--- src/rtl/spk_stream_arb_if.sv ---
// Spike stream bundle between the detector banks, the arbiter and the classifier queue.
// The master modport is the merging side (arbiter); the slave modport is its environment.
interface spk_stream_if #(
    parameter int NUM_SRC = 4,
    parameter int DATA_W  = 96,
    parameter int SRC_W   = 2
);
    logic [NUM_SRC-1:0]        s_tvalid;
    logic [NUM_SRC-1:0]        s_tready;
    logic [6*NUM_SRC-1:0]      s_ch;
    logic [32*NUM_SRC-1:0]     s_time;
    logic [16*NUM_SRC-1:0]     s_tdest;
    logic [DATA_W*NUM_SRC-1:0] s_tdata;

    logic                      m_tvalid;
    logic                      m_tready;
    logic [5:0]                m_ch;
    logic [31:0]               m_time;
    logic [15:0]               m_tdest;
    logic [DATA_W-1:0]         m_tdata;
    logic [SRC_W-1:0]          m_src;
    logic                      m_tlast;

    modport master (
        input  s_tvalid, s_ch, s_time, s_tdest, s_tdata, m_tready,
        output s_tready, m_tvalid, m_ch, m_time, m_tdest, m_tdata, m_src, m_tlast
    );

    modport slave (
        output s_tvalid, s_ch, s_time, s_tdest, s_tdata, m_tready,
        input  s_tready, m_tvalid, m_ch, m_time, m_tdest, m_tdata, m_src, m_tlast
    );
endinterface

--- src/rtl/spk_stream_arb.sv ---
// Round-robin packet arbiter merging NUM_SRC spike-waveform streams into one,
// locking each grant for a full SPK_LENTH-beat packet, with a one-deep output register.
//
// state | meaning
// IDLE  | no grant; pick next requester after r_ptr
// BURST | packet from r_grant in flight until its last beat is accepted
module spk_stream_arb #(
    parameter int NUM_SRC   = 4,
    parameter int SPK_LENTH = 19,
    parameter int DATA_W    = 96,
    parameter int SRC_W     = $clog2(NUM_SRC)
) (
    input  logic        clk,
    input  logic        rst_n,
    spk_stream_if.master bus,
    output logic        pkt_pulse,
    output logic [31:0] pkt_cnt,
    output logic        err_tdest
);
    typedef enum logic {IDLE, BURST} state_t;

    localparam logic [15:0]      LAST_BEAT = 16'(SPK_LENTH - 1);
    localparam logic [SRC_W-1:0] PTR_RST   = SRC_W'(NUM_SRC - 1);

    state_t             r_state, w_state_nxt;
    logic [SRC_W-1:0]   r_grant, r_ptr, w_pick, w_cand;
    logic [15:0]        r_beat_cnt;
    logic               w_any, w_out_free, w_accept, w_last_beat;

    logic               r_m_tvalid, r_m_tlast, r_pkt_pulse, r_err;
    logic [SRC_W-1:0]   r_m_src;
    logic [5:0]         r_m_ch;
    logic [31:0]        r_m_time, r_pkt_cnt;
    logic [15:0]        r_m_tdest;
    logic [DATA_W-1:0]  r_m_tdata;

    // Scan from the farthest offset down so the nearest requester after r_ptr wins.
    always_comb begin
        w_pick = r_ptr;
        w_cand = r_ptr;
        w_any  = 1'b0;
        for (int i = NUM_SRC; i >= 1; i--) begin
            w_cand = SRC_W'((int'(r_ptr) + i) % NUM_SRC);
            if (bus.s_tvalid[w_cand]) begin
                w_pick = w_cand;
                w_any  = 1'b1;
            end
        end
    end

    assign w_out_free  = !r_m_tvalid || bus.m_tready;
    assign w_last_beat = (r_beat_cnt == LAST_BEAT);
    assign w_accept    = (r_state == BURST) && bus.s_tvalid[r_grant] && w_out_free;

    always_comb begin
        w_state_nxt  = r_state;
        bus.s_tready = '0;
        case (r_state)
            IDLE: begin
                if (w_any) w_state_nxt = BURST;
            end
            BURST: begin
                bus.s_tready[r_grant] = w_out_free;
                if (w_accept && w_last_beat) w_state_nxt = IDLE;
            end
            default: w_state_nxt = IDLE;
        endcase
    end

    always_ff @(posedge clk or negedge rst_n) begin
        if (!rst_n) begin
            r_state    <= IDLE;
            r_grant    <= '0;
            r_ptr      <= PTR_RST;
            r_beat_cnt <= '0;
        end else begin
            r_state <= w_state_nxt;
            if (r_state == IDLE && w_any) begin
                r_grant    <= w_pick;
                r_beat_cnt <= '0;
            end else if (w_accept) begin
                if (w_last_beat) begin
                    r_ptr      <= r_grant;
                    r_beat_cnt <= '0;
                end else begin
                    r_beat_cnt <= r_beat_cnt + 16'd1;
                end
            end
        end
    end

    always_ff @(posedge clk or negedge rst_n) begin
        if (!rst_n) begin
            r_m_tvalid  <= 1'b0;
            r_m_tlast   <= 1'b0;
            r_m_src     <= '0;
            r_m_ch      <= '0;
            r_m_time    <= '0;
            r_m_tdest   <= '0;
            r_m_tdata   <= '0;
            r_pkt_pulse <= 1'b0;
            r_pkt_cnt   <= '0;
            r_err       <= 1'b0;
        end else begin
            if (w_accept) begin
                r_m_tvalid <= 1'b1;
                r_m_tlast  <= w_last_beat;
                r_m_src    <= r_grant;
                r_m_ch     <= bus.s_ch[r_grant*6 +: 6];
                r_m_time   <= bus.s_time[r_grant*32 +: 32];
                r_m_tdest  <= bus.s_tdest[r_grant*16 +: 16];
                r_m_tdata  <= bus.s_tdata[r_grant*DATA_W +: DATA_W];
            end else if (bus.m_tready) begin
                r_m_tvalid <= 1'b0;
            end
            r_pkt_pulse <= w_accept && (r_beat_cnt == 16'd0);
            if (r_m_tvalid && bus.m_tready && r_m_tlast) r_pkt_cnt <= r_pkt_cnt + 32'd1;
            // Framing follows the beat counter; a TDEST mismatch is only flagged.
            if (w_accept && (bus.s_tdest[r_grant*16 +: 16] != r_beat_cnt)) r_err <= 1'b1;
        end
    end

    assign bus.m_tvalid = r_m_tvalid;
    assign bus.m_tlast  = r_m_tlast;
    assign bus.m_src    = r_m_src;
    assign bus.m_ch     = r_m_ch;
    assign bus.m_time   = r_m_time;
    assign bus.m_tdest  = r_m_tdest;
    assign bus.m_tdata  = r_m_tdata;
    assign pkt_pulse    = r_pkt_pulse;
    assign pkt_cnt      = r_pkt_cnt;
    assign err_tdest    = r_err;
endmodule
--- src/flat_wrapper.sv ---
// flat-port wrapper written by rule: the top's interface ports become plain ports
module spk_stream_arb_flat 
#(
    parameter int NUM_SRC   = 4,
    parameter int SPK_LENTH = 19,
    parameter int DATA_W    = 96,
    parameter int SRC_W     = $clog2(NUM_SRC)
)
  (clk, rst_n, pkt_pulse, pkt_cnt, err_tdest, bus_s_tvalid, bus_s_ch, bus_s_time, bus_s_tdest, bus_s_tdata, bus_m_tready, bus_s_tready, bus_m_tvalid, bus_m_ch, bus_m_time, bus_m_tdest, bus_m_tdata, bus_m_src, bus_m_tlast);
  spk_stream_if #(.NUM_SRC(NUM_SRC), .DATA_W(DATA_W), .SRC_W(SRC_W)) bus_i ();
  input  logic clk;
  input  logic rst_n;
  output logic pkt_pulse;
  output logic [31:0] pkt_cnt;
  output logic err_tdest;
  input wire logic [$bits(bus_i.s_tvalid)-1:0] bus_s_tvalid;
  input wire logic [$bits(bus_i.s_ch)-1:0] bus_s_ch;
  input wire logic [$bits(bus_i.s_time)-1:0] bus_s_time;
  input wire logic [$bits(bus_i.s_tdest)-1:0] bus_s_tdest;
  input wire logic [$bits(bus_i.s_tdata)-1:0] bus_s_tdata;
  input wire logic [$bits(bus_i.m_tready)-1:0] bus_m_tready;
  output wire logic [$bits(bus_i.s_tready)-1:0] bus_s_tready;
  output wire logic [$bits(bus_i.m_tvalid)-1:0] bus_m_tvalid;
  output wire logic [$bits(bus_i.m_ch)-1:0] bus_m_ch;
  output wire logic [$bits(bus_i.m_time)-1:0] bus_m_time;
  output wire logic [$bits(bus_i.m_tdest)-1:0] bus_m_tdest;
  output wire logic [$bits(bus_i.m_tdata)-1:0] bus_m_tdata;
  output wire logic [$bits(bus_i.m_src)-1:0] bus_m_src;
  output wire logic [$bits(bus_i.m_tlast)-1:0] bus_m_tlast;
  assign bus_i.s_tvalid = bus_s_tvalid;
  assign bus_i.s_ch = bus_s_ch;
  assign bus_i.s_time = bus_s_time;
  assign bus_i.s_tdest = bus_s_tdest;
  assign bus_i.s_tdata = bus_s_tdata;
  assign bus_i.m_tready = bus_m_tready;
  assign bus_s_tready = bus_i.s_tready;
  assign bus_m_tvalid = bus_i.m_tvalid;
  assign bus_m_ch = bus_i.m_ch;
  assign bus_m_time = bus_i.m_time;
  assign bus_m_tdest = bus_i.m_tdest;
  assign bus_m_tdata = bus_i.m_tdata;
  assign bus_m_src = bus_i.m_src;
  assign bus_m_tlast = bus_i.m_tlast;
  spk_stream_arb #(.NUM_SRC(NUM_SRC), .SPK_LENTH(SPK_LENTH), .DATA_W(DATA_W), .SRC_W(SRC_W)) u_core (.clk(clk), .rst_n(rst_n), .bus(bus_i), .pkt_pulse(pkt_pulse), .pkt_cnt(pkt_cnt), .err_tdest(err_tdest));
endmodule
--- config.mk ---
export PLATFORM = sky130hd
export DESIGN_NAME = spk_stream_arb_flat
export DESIGN_NICKNAME = d
export VERILOG_FILES = /design/src/rtl/spk_stream_arb_if.sv /design/src/rtl/spk_stream_arb.sv /design/src/flat_wrapper.sv
export SDC_FILE = /design/constraint.sdc
export NUM_CORES = 1
export LEC_CHECK = 0
export CAP_MARGIN = 30
export CORE_AREA = 4 4 310 312
export DETAILED_ROUTE_END_ITERATION = 16
export DIE_AREA = 0 0 314 316
export PLACE_DENSITY = 0.32
export SLEW_MARGIN = 15
export SYNTH_ARGS = -nofsm -noshare
export SYNTH_HDL_FRONTEND = slang
export SYNTH_SLANG_ARGS = --single-unit
--- constraint.sdc ---
create_clock -name clk -period 3.53 [get_ports clk]
set_input_delay 0.706 -clock clk [delete_from_list [all_inputs] [get_ports clk]]
set_output_delay 0.706 -clock clk [all_outputs]
set_load 0.1 [all_outputs]
==> run metrics, run 1 <==
largest net degree at the start of global routing=75; overall power=23.1 mW; Via Count=10700; DRT Pass-1 Iters=4; Clock Latency Late Sink=0.58 ns; crit-path cells=buf_4 > inv_1 > nor3_1 > buf_12; layout cells sized above 1=0.355; initial antenna violation count=8; biggest area consumer among synthesized cells=dfrtp_1; drt first-iter violations=393; Worst R2R Path Depth=5; list of most frequent post-synthesis cells=dfrtp_1, mux2_2, mux4_2; Post-CTS Setup Repair Bufs=0; Final setup viols=0; Critical Path RT=2.82 ns; Total Nets Final=2203; grt total ovfl=0; Crit-path slowest cell=dfrtp_4; DRC Markers=0; CP startpoint kind=flop; Design Area, Final=22400 um2; Synth Warn #=0; area of the multi-input gates=6520 um2; TNS Setup=0 ns; P_leak=8.63 nW; mean post-synth cell area=15.3 um2; crit path from=u_core.r_grant[0]; # rows=112; Reg-to-Reg End=u_core.bus.m_tdata[69]; vias in the first global route=12100; Top Ports=799; Hold WC Path Type=input port to asynchronous set/reset pin; port bufs=798; Worst EP arrival=2.47 ns; post-detailed-routing wire length=68.4 mm; Die Wd=314 um; CTS Buffer Depth=3; WS Path Type=flop to output pin; post_cts resized=0; Synth cell types=39; crit path capture type=output pin; Routed wire per std cell=23.8 um; Total GRT Usage=0.131; power per standard cell area=1030 nW/um2; maxcap violations=0; minimum clock period=3.17 ns; most frequent cell after synthesis=dfrtp_1; internal reg-to-reg setup slack=0.78 ns; routability-driven placement congestion ratio=0.851; Starting Density=0.130; Core ar.=93000 um2; #FFs+latches synth=209; TritonCTS Buffers=31; crit-path max cell delay=0.83 ns; Worst Max-Slew Pin Slew=1.02 ns; fillers=9925; top cell type's share of synthesized area=0.429; vias per cell=3.71; Die Y=316 um; Crit Path Max Fanout=28; DP HPWL=56.8 mm; Clock Sinks=209; placed inst area=21400 um2; Synth async-reset ratio=1.00; CTS root buf=clkbuf_16; final hold slack=0.108 ns; tightest slew margin relative to the limit=0.320; Reg-to-Reg Start=u_core.r_grant[0]; Die ar.=99200 um2; Layout area overhead=85.7%; VDD IR-drop max=0.417 mV; htree depth=1; Reg clk slew, reported paths=0.05 ns; CTS hold repair buffers=0; Final Hold Vio Count=0; run status=completed; clock skew=0.0159 ns; syn nets=1403; EDFF count, synth=0; fmax=315 MHz; Syn Std Cell Area=12100 um2; Final Max Slew Viols=0; Register Area=5240 um2; top post-synthesis cells by area=dfrtp_1, mux4_2, mux2_2; RSZ-0062 raised after global routing=false; Synth Flop Type=dfrtp_1; Final ANT Viol Nets=0; Mapped Cells=792; CTS tree=done; Seq/Total Area, Yosys=0.433; crit share post-route=0.899; global-route wire length before repair=93.7 mm
## registers in the layout, indices dropped and copies added, names as in the netlist, 2 cells and up
register,flops
u_core.bus.m_ch,6
u_core.r_beat_cnt,16
u_core.r_grant,2
u_core.bus.m_src,2
u_core.bus.m_tdest,16
u_core.bus.m_time,32
u_core.bus.m_tdata,96
u_core.r_ptr,2
u_core.pkt_cnt,32
## layout make-up
cell class	count	share of cell area
tap	1254	0.0699
clock inverter	8	0.00329
multi-input combinational	508	0.291
antenna	3	0.000334
timing repair buffer	829	0.357
clock buffer	48	0.0432
sequential	209	0.233
inverter	13	0.00217
## worst max-delay path, delay by kind of cell, from the launching register on
family                 cells  cell delay [ns]
buffers and inverters      3             0.69
and+or+nand+nor            1             0.34
DFF                        1             0.83
## worst max path at each step
stage | endpoint | slack (ns) | depth (start not counted)
floorplan | bus_s_tready[1] | -0.35 | 4
global placement | u_core.bus.m_time[29] | 0.56 | 6
detailed placement | u_core.bus.m_tdata[10] | 0.53 | 6
CTS | bus_s_tready[1] | 0.21 | 4
global route | bus_s_tready[1] | 0.14 | 4
finish | bus_s_tready[1] | 0.36 | 4
## logic make-up after synthesis
kind of cell	after synthesis	synth area share
XOR/XNOR	61	0.0442
AO/OA/AOI/OAI	26	0.0170
buffers and inverters	75	0.0284
flip-flops	209	0.433
multiplexers	305	0.425
adder cells (fa/ha/maj)	4	0.00414
AND/OR/NAND/NOR	112	0.0484
## report_power, final
group	switching, mW	internal, mW
clock network	1.20	1.94
registers	0.863	3.44
logic	10.5	5.17
total	12.5	10.6
## cells in the final DEF (no fill, tap or decap), types with 5 or more instances in the layout
master and count:
clkdlybuf4s50_1 625, dfrtp_1 205, buf_4 186, mux2_2 154, mux4_2 151, xnor2_1 52
clkbuf_16 31, nor2_1 26, nand4_1 20, nand2_1 19, nand3_1 16, buf_12 16
inv_1 13, clkbuf_8 13, xor2_1 9, nor3_1 6, a211oi_1 6, nor4_1 5
and4_1 5
## through the flow
stage / setup WS, ns / instances / utilization
3_5_place_dp: 0.535 / 2813 / 0.230
4_1_cts: 0.214 / 2869 / 0.241
5_1_grt: 0.137 / 2870 / 0.241
3_3_place_gp: 0.562 / 2812 / 0.230
2_1_floorplan: -0.349 / 792 / -
6_report: 0.357 / 2872 / 0.241
## metal layers
layer	vias to the layer above	global-route usage	routed length (um)
li1	4719	-	-
met1	5434	0.149	25500
met2	423	0.248	37200
met3	72	0.0353	4670
met4	2	0.0199	1000
met5	-	0	12
No activity file was read; power rests on OpenSTA's default activity.
==> inputs of run 2 (changes only) <==
Settings changed: CORE_AREA 4 4 310 312 to 4 4 313 315, DIE_AREA 0 0 314 316 to 0 0 317 319.
Clock period 3.53 ns to 3.39 ns, I/O delays scaled along.
==> run 2 against run 1 <==
  * Cell area down 0.90%
  * Clock power grew 2%
  * Total power rose by 2.8%
  * Die area is 1.9% higher
  * Clock skew rose by 0.023 ns
  * Global-route usage about the same
  * Count of clock-buffer cells in the layout down 5
  * Combinational power up 3%
  * Via count shrank 1.5%
  * Sequential power up 3%
  * Largest power group unchanged
  * Highest routed layer unchanged
==> run metrics, run 2 (synthesis results as in run 1) <==
placed inst area=21200 um2; post-detailed-routing wire length=69.2 mm; crit share post-route=0.830; Total GRT Usage=0.131; CTS Buffer Depth=3; Crit Path Max Fanout=23; max reg flops=96; CP delay by family, top=flip-flops; global-route wire length before repair=94.6 mm; most frequent cells in the layout=clkdlybuf4s50_1, dfrtp_1, buf_4, mux2_2, mux4_2; Final ANT Viol Nets=0; power per standard cell area=1070 nW/um2; tightest slew margin relative to the limit=0.495; post_cts resized=0; # rows=113; Design Area, Final=22200 um2; Hold WC Path Type=input port to asynchronous set/reset pin; fillers=10000; crit-path max cell delay=0.76 ns; WS Path Type=flop to output pin; Crit-path slowest cell=dfrtp_4; final hold slack=0.102 ns; CTS root buf=clkbuf_16; Final setup viols=0; DRT Pass-1 Iters=5; clock skew=0.0393 ns; overall power=23.7 mW; DRC Markers=0; Final WS setup=0.577 ns; CP startpoint kind=flop; Worst EP arrival=2.13 ns; Core ar.=94900 um2; CP bufs+invs=2; Final Hold Vio Count=0; CTS hold repair buffers=0; DP HPWL=57.4 mm; crit-path cells=inv_1 > nor3_1 > buf_12; Clock Sinks=209; fin util=0.234; CTS tree=done; routability-driven placement congestion ratio=0.790; Layout area overhead=84.1%; Final Max Slew Viols=0; Die ar.=101000 um2; Via Count=10500; maxcap violations=0; Placement Setup Slack=0.492 ns; Die Y=319 um; P_leak=8.56 nW; crit path capture type=output pin; Worst Max-Slew Pin Slew=0.757 ns; vias per cell=3.65; Clock Latency Late Sink=0.60 ns; layout cells sized above 1=0.361; largest net degree at the start of global routing=88; Routed wire per std cell=24.1 um; drt first-iter violations=347; TritonCTS Buffers=31; VDD IR-drop max=0.364 mV; Starting Density=0.127; grt total ovfl=0; RSZ-0062 raised after global routing=false; commonest non-fill, non-tap cell in the layout=clkdlybuf4s50_1; Top Ports=799; minimum clock period=2.81 ns; htree depth=1; port bufs=798; fmax=356 MHz; Critical Path RT=2.71 ns; Post-CTS Setup Repair Bufs=0; Reg clk slew, reported paths=0.06 ns; initial antenna violation count=16; run status=completed; Die Wd=317 um; vias in the first global route=12100; Total Nets Final=2193
run 2: cell types whose count changed in the layout (fill, tap and decap cells not counted), sizes merged, moves of 2 or more:
cell	delta
buf	+10
clkbuf	-5
clkdlybuf4s50	-20
clkinv	+6
clkinvlp	-2
diode	+2
run 2: power by group:
group / internal, mW / leakage, nW / switching (mW)
sequential: 3.58 / 2.54 / 0.835
combinational: 5.17 / 5.53 / 10.9
clock: 1.93 / 0.498 / 1.28
total: 10.7 / 8.56 / 13.0
run 2: per-stage QoR:
stage	setup TNS (ns)	instances
global route	0	2874
global placement	0	2814
floorplan	-0.917	792
CTS	0	2870
finish	0	2875
detailed placement	0	2814
run 2: worst paths after layout:
kind	depth (start not counted)	slack (ns)	startpoint	endpoint
max in group asynchronous	2	2.45	rst_n	u_core.pkt_cnt[0]
hold / removal	1	0.10	rst_n	u_core.bus.m_tdest[4]
min in group clk	1	0.47	u_core.pkt_cnt[31]	u_core.pkt_cnt[31]
setup / recovery	3	0.58	u_core.r_grant[0]	bus_s_tready[1]
hold reg to reg	1	0.47	u_core.pkt_cnt[31]	u_core.pkt_cnt[31]
setup reg to reg	6	0.66	u_core.r_grant[0]	u_core.err_tdest
run 2: layer usage:
| metal | wire (um) | up-vias | GRT usage |
|---|---|---|---|
| met3 | 5410 | 76 | 0.0412 |
| met4 | 1490 | 4 | 0.0309 |
| met5 | 22 | - | 0 |
| met2 | 37500 | 407 | 0.247 |
| li1 | - | 4706 | - |
| met1 | 24800 | 5294 | 0.141 |
run 2: area by class of cell:
| type | instances | area (um2) | area share |
|---|---|---|---|
| antenna | 5 | 12.5 | 0.000562 |
| clock buffer | 43 | 871 | 0.0391 |
| clock inverter | 13 | 123 | 0.00551 |
| inverter | 13 | 48.8 | 0.00219 |
| multi-input combinational | 508 | 6520 | 0.293 |
| sequential | 209 | 5240 | 0.236 |
| tap | 1265 | 1580 | 0.0712 |
| timing repair buffer | 819 | 7850 | 0.353 |
==> variant: new RTL, flow settings as in run 2 <==
`NUM_SRC` is set to 4 in 3 places; all go to 2.
--- a/src/rtl/spk_stream_arb_if.sv
+++ b/src/rtl/spk_stream_arb_if.sv
@@ -1,7 +1,7 @@
 // Spike stream bundle between the detector banks, the arbiter and the classifier queue.
 // The master modport is the merging side (arbiter); the slave modport is its environment.
 interface spk_stream_if #(
-    parameter int NUM_SRC = 4,
+    parameter int NUM_SRC = 2,
     parameter int DATA_W  = 96,
     parameter int SRC_W   = 2
 );
--- a/src/rtl/spk_stream_arb.sv
+++ b/src/rtl/spk_stream_arb.sv
@@ -5,7 +5,7 @@
 // IDLE  | no grant; pick next requester after r_ptr
 // BURST | packet from r_grant in flight until its last beat is accepted
 module spk_stream_arb #(
-    parameter int NUM_SRC   = 4,
+    parameter int NUM_SRC   = 2,
     parameter int SPK_LENTH = 19,
     parameter int DATA_W    = 96,
     parameter int SRC_W     = $clog2(NUM_SRC)
--- a/src/flat_wrapper.sv
+++ b/src/flat_wrapper.sv
@@ -1,7 +1,7 @@
 // flat-port wrapper written by rule: the top's interface ports become plain ports
 module spk_stream_arb_flat 
 #(
-    parameter int NUM_SRC   = 4,
+    parameter int NUM_SRC   = 2,
     parameter int SPK_LENTH = 19,
     parameter int DATA_W    = 96,
     parameter int SRC_W     = $clog2(NUM_SRC)
Ports: changed (7 resized); port bits go from 799 to 494. No check against the original RTL was run, so the function may have changed too.
==> variant against run 2 <==
  * Cell area down 24%
  * Sequential cell count shrank 3
  * Combinational power down 43%
  * Clock power grew 16%
  * Utilization down 5.6 points
  * Synthesized area down 19%
  * Largest power group unchanged
  * Setup slack worse by 0.097 ns
  * Critical endpoint unchanged
  * Wire length is 38% lower
  * Power decreased by 30%
==> variant: results (changes against run 2) <==
stage;metric;value;unit;change
synthesis;mux contribution to synthesized area;15.9;%;-27 points
synthesis;average footprint of a synthesized cell;10.3;um2;-32%
placed_design;Final Wtd Congestion;0.728;;-7.9%
layout;number of filler cells placed in the layout;10500;;+4.9%
placed_design;standard cell area after detailed placement;15700;um2;-26%
synthesis;number of nets in the synthesized netlist;1254;;-11%
layout;nets;1734;;-21%
layout;clock buffer count in the final layout;41;;-4.7%
sta;Worst Tran Pin Value;0.695;ns;-0.0621 ns
layout;share of layout cells above drive strength 1;18.5;%;-18 points
synthesis;adder and majority cell fraction of the synthesized area;0.513;%;+0.099 points
synthesis;largest cells by area after synthesis;sky130_fd_sc_hd__dfrtp_1, sky130_fd_sc_hd__mux2i_1, sky130_fd_sc_hd__nand2_1, sky130_fd_sc_hd__o21ai_0, sky130_fd_sc_hd__o21ai_1;;
power_and_ir_drop;power per cell area;983;nW/um2;-7.9%
synthesis;most common library cells after synthesis;sky130_fd_sc_hd__dfrtp_1, sky130_fd_sc_hd__nand2_1, sky130_fd_sc_hd__mux2i_1;;
layout;non-clock buffer area fraction after layout;27.8;%;-7.5 points
sta;final setup skew;0.0109;ns;-0.0284 ns
placed_design;estimated wirelength of the detail-placed design;33.6;mm;-42%
critical_path;reg2reg path depth;4;;-2
layout;number of antenna cells inserted;2;;-3
route;First-pass DRT Iterations;4;;-1
synthesis;compound-gate portion of the synthesized area;10.0;%;+8.3 points
critical_path;Worst Path Max Fanout;32;;+39%
synthesis;count of distinct cell types in the synthesized netlist;42;;+7.7%
placed_design;worst slack at placement;0.596;ns;+0.105 ns
status;status;complete, no violations;;
global_route;Global Route Usage Sum;8.06;%;-5.0 points
layout;share of cell area taken by flip-flops and latches;30.5;%;+7.0 points
synthesis;share of synthesized area occupied by flip-flops and latches;52.8;%;+9.5 points
clocking;clock network latency to the later pin of the worst-skew pair;0.58;ns;-0.02 ns
route;number of DRC markers after the initial detailed-route iteration;261;;-25%
route;mean number of vias per cell;3.14;;-14%
critical_path;reg-to-reg setup timing slack;1.02;ns;+0.36 ns
global_route;number of global-route vias before repair;9086;;-25%
global_route;number of antenna violations at the first check in global routing;2;;-14
layout;multi-input gates;667;;+31%
layout;buffer count excluding the clock tree in the final layout;509;;-38%
[variant: metal layers]
layer / part of all wire, % / global-route usage [%]
met1: 39 / 8.96
met2: 51 / 14.8
met3: 8.7 / 2.67
met4: 2.1 / 1.76
met5: 0 / 0
[variant: worst max-delay path by stage]
stage                               endpoint  depth (start not counted)                            start  slack, ns
floorplan                    bus_s_tready[0]                          3  u_core.bus.m_tvalid$_DFFE_PN0P_       0.31
global placement    u_core.r_ptr$_DFFE_PN1P_                          6                     bus_m_tready       0.60
detailed placement  u_core.r_ptr$_DFFE_PN1P_                          6                     bus_m_tready       0.60
CTS                          bus_s_tready[1]                          3       u_core.r_grant$_DFFE_PN0P_       0.37
global route                 bus_s_tready[1]                          3       u_core.r_grant$_DFFE_PN0P_       0.32
finish                       bus_s_tready[1]                          3       u_core.r_grant$_DFFE_PN0P_       0.48
[variant: power breakdown]
| part | internal, mW | switching [mW] |
|---|---|---|
| Combinational | 2.01 | 7.14 |
| Clock | 2.44 | 1.28 |
| Sequential | 3.22 | 0.534 |
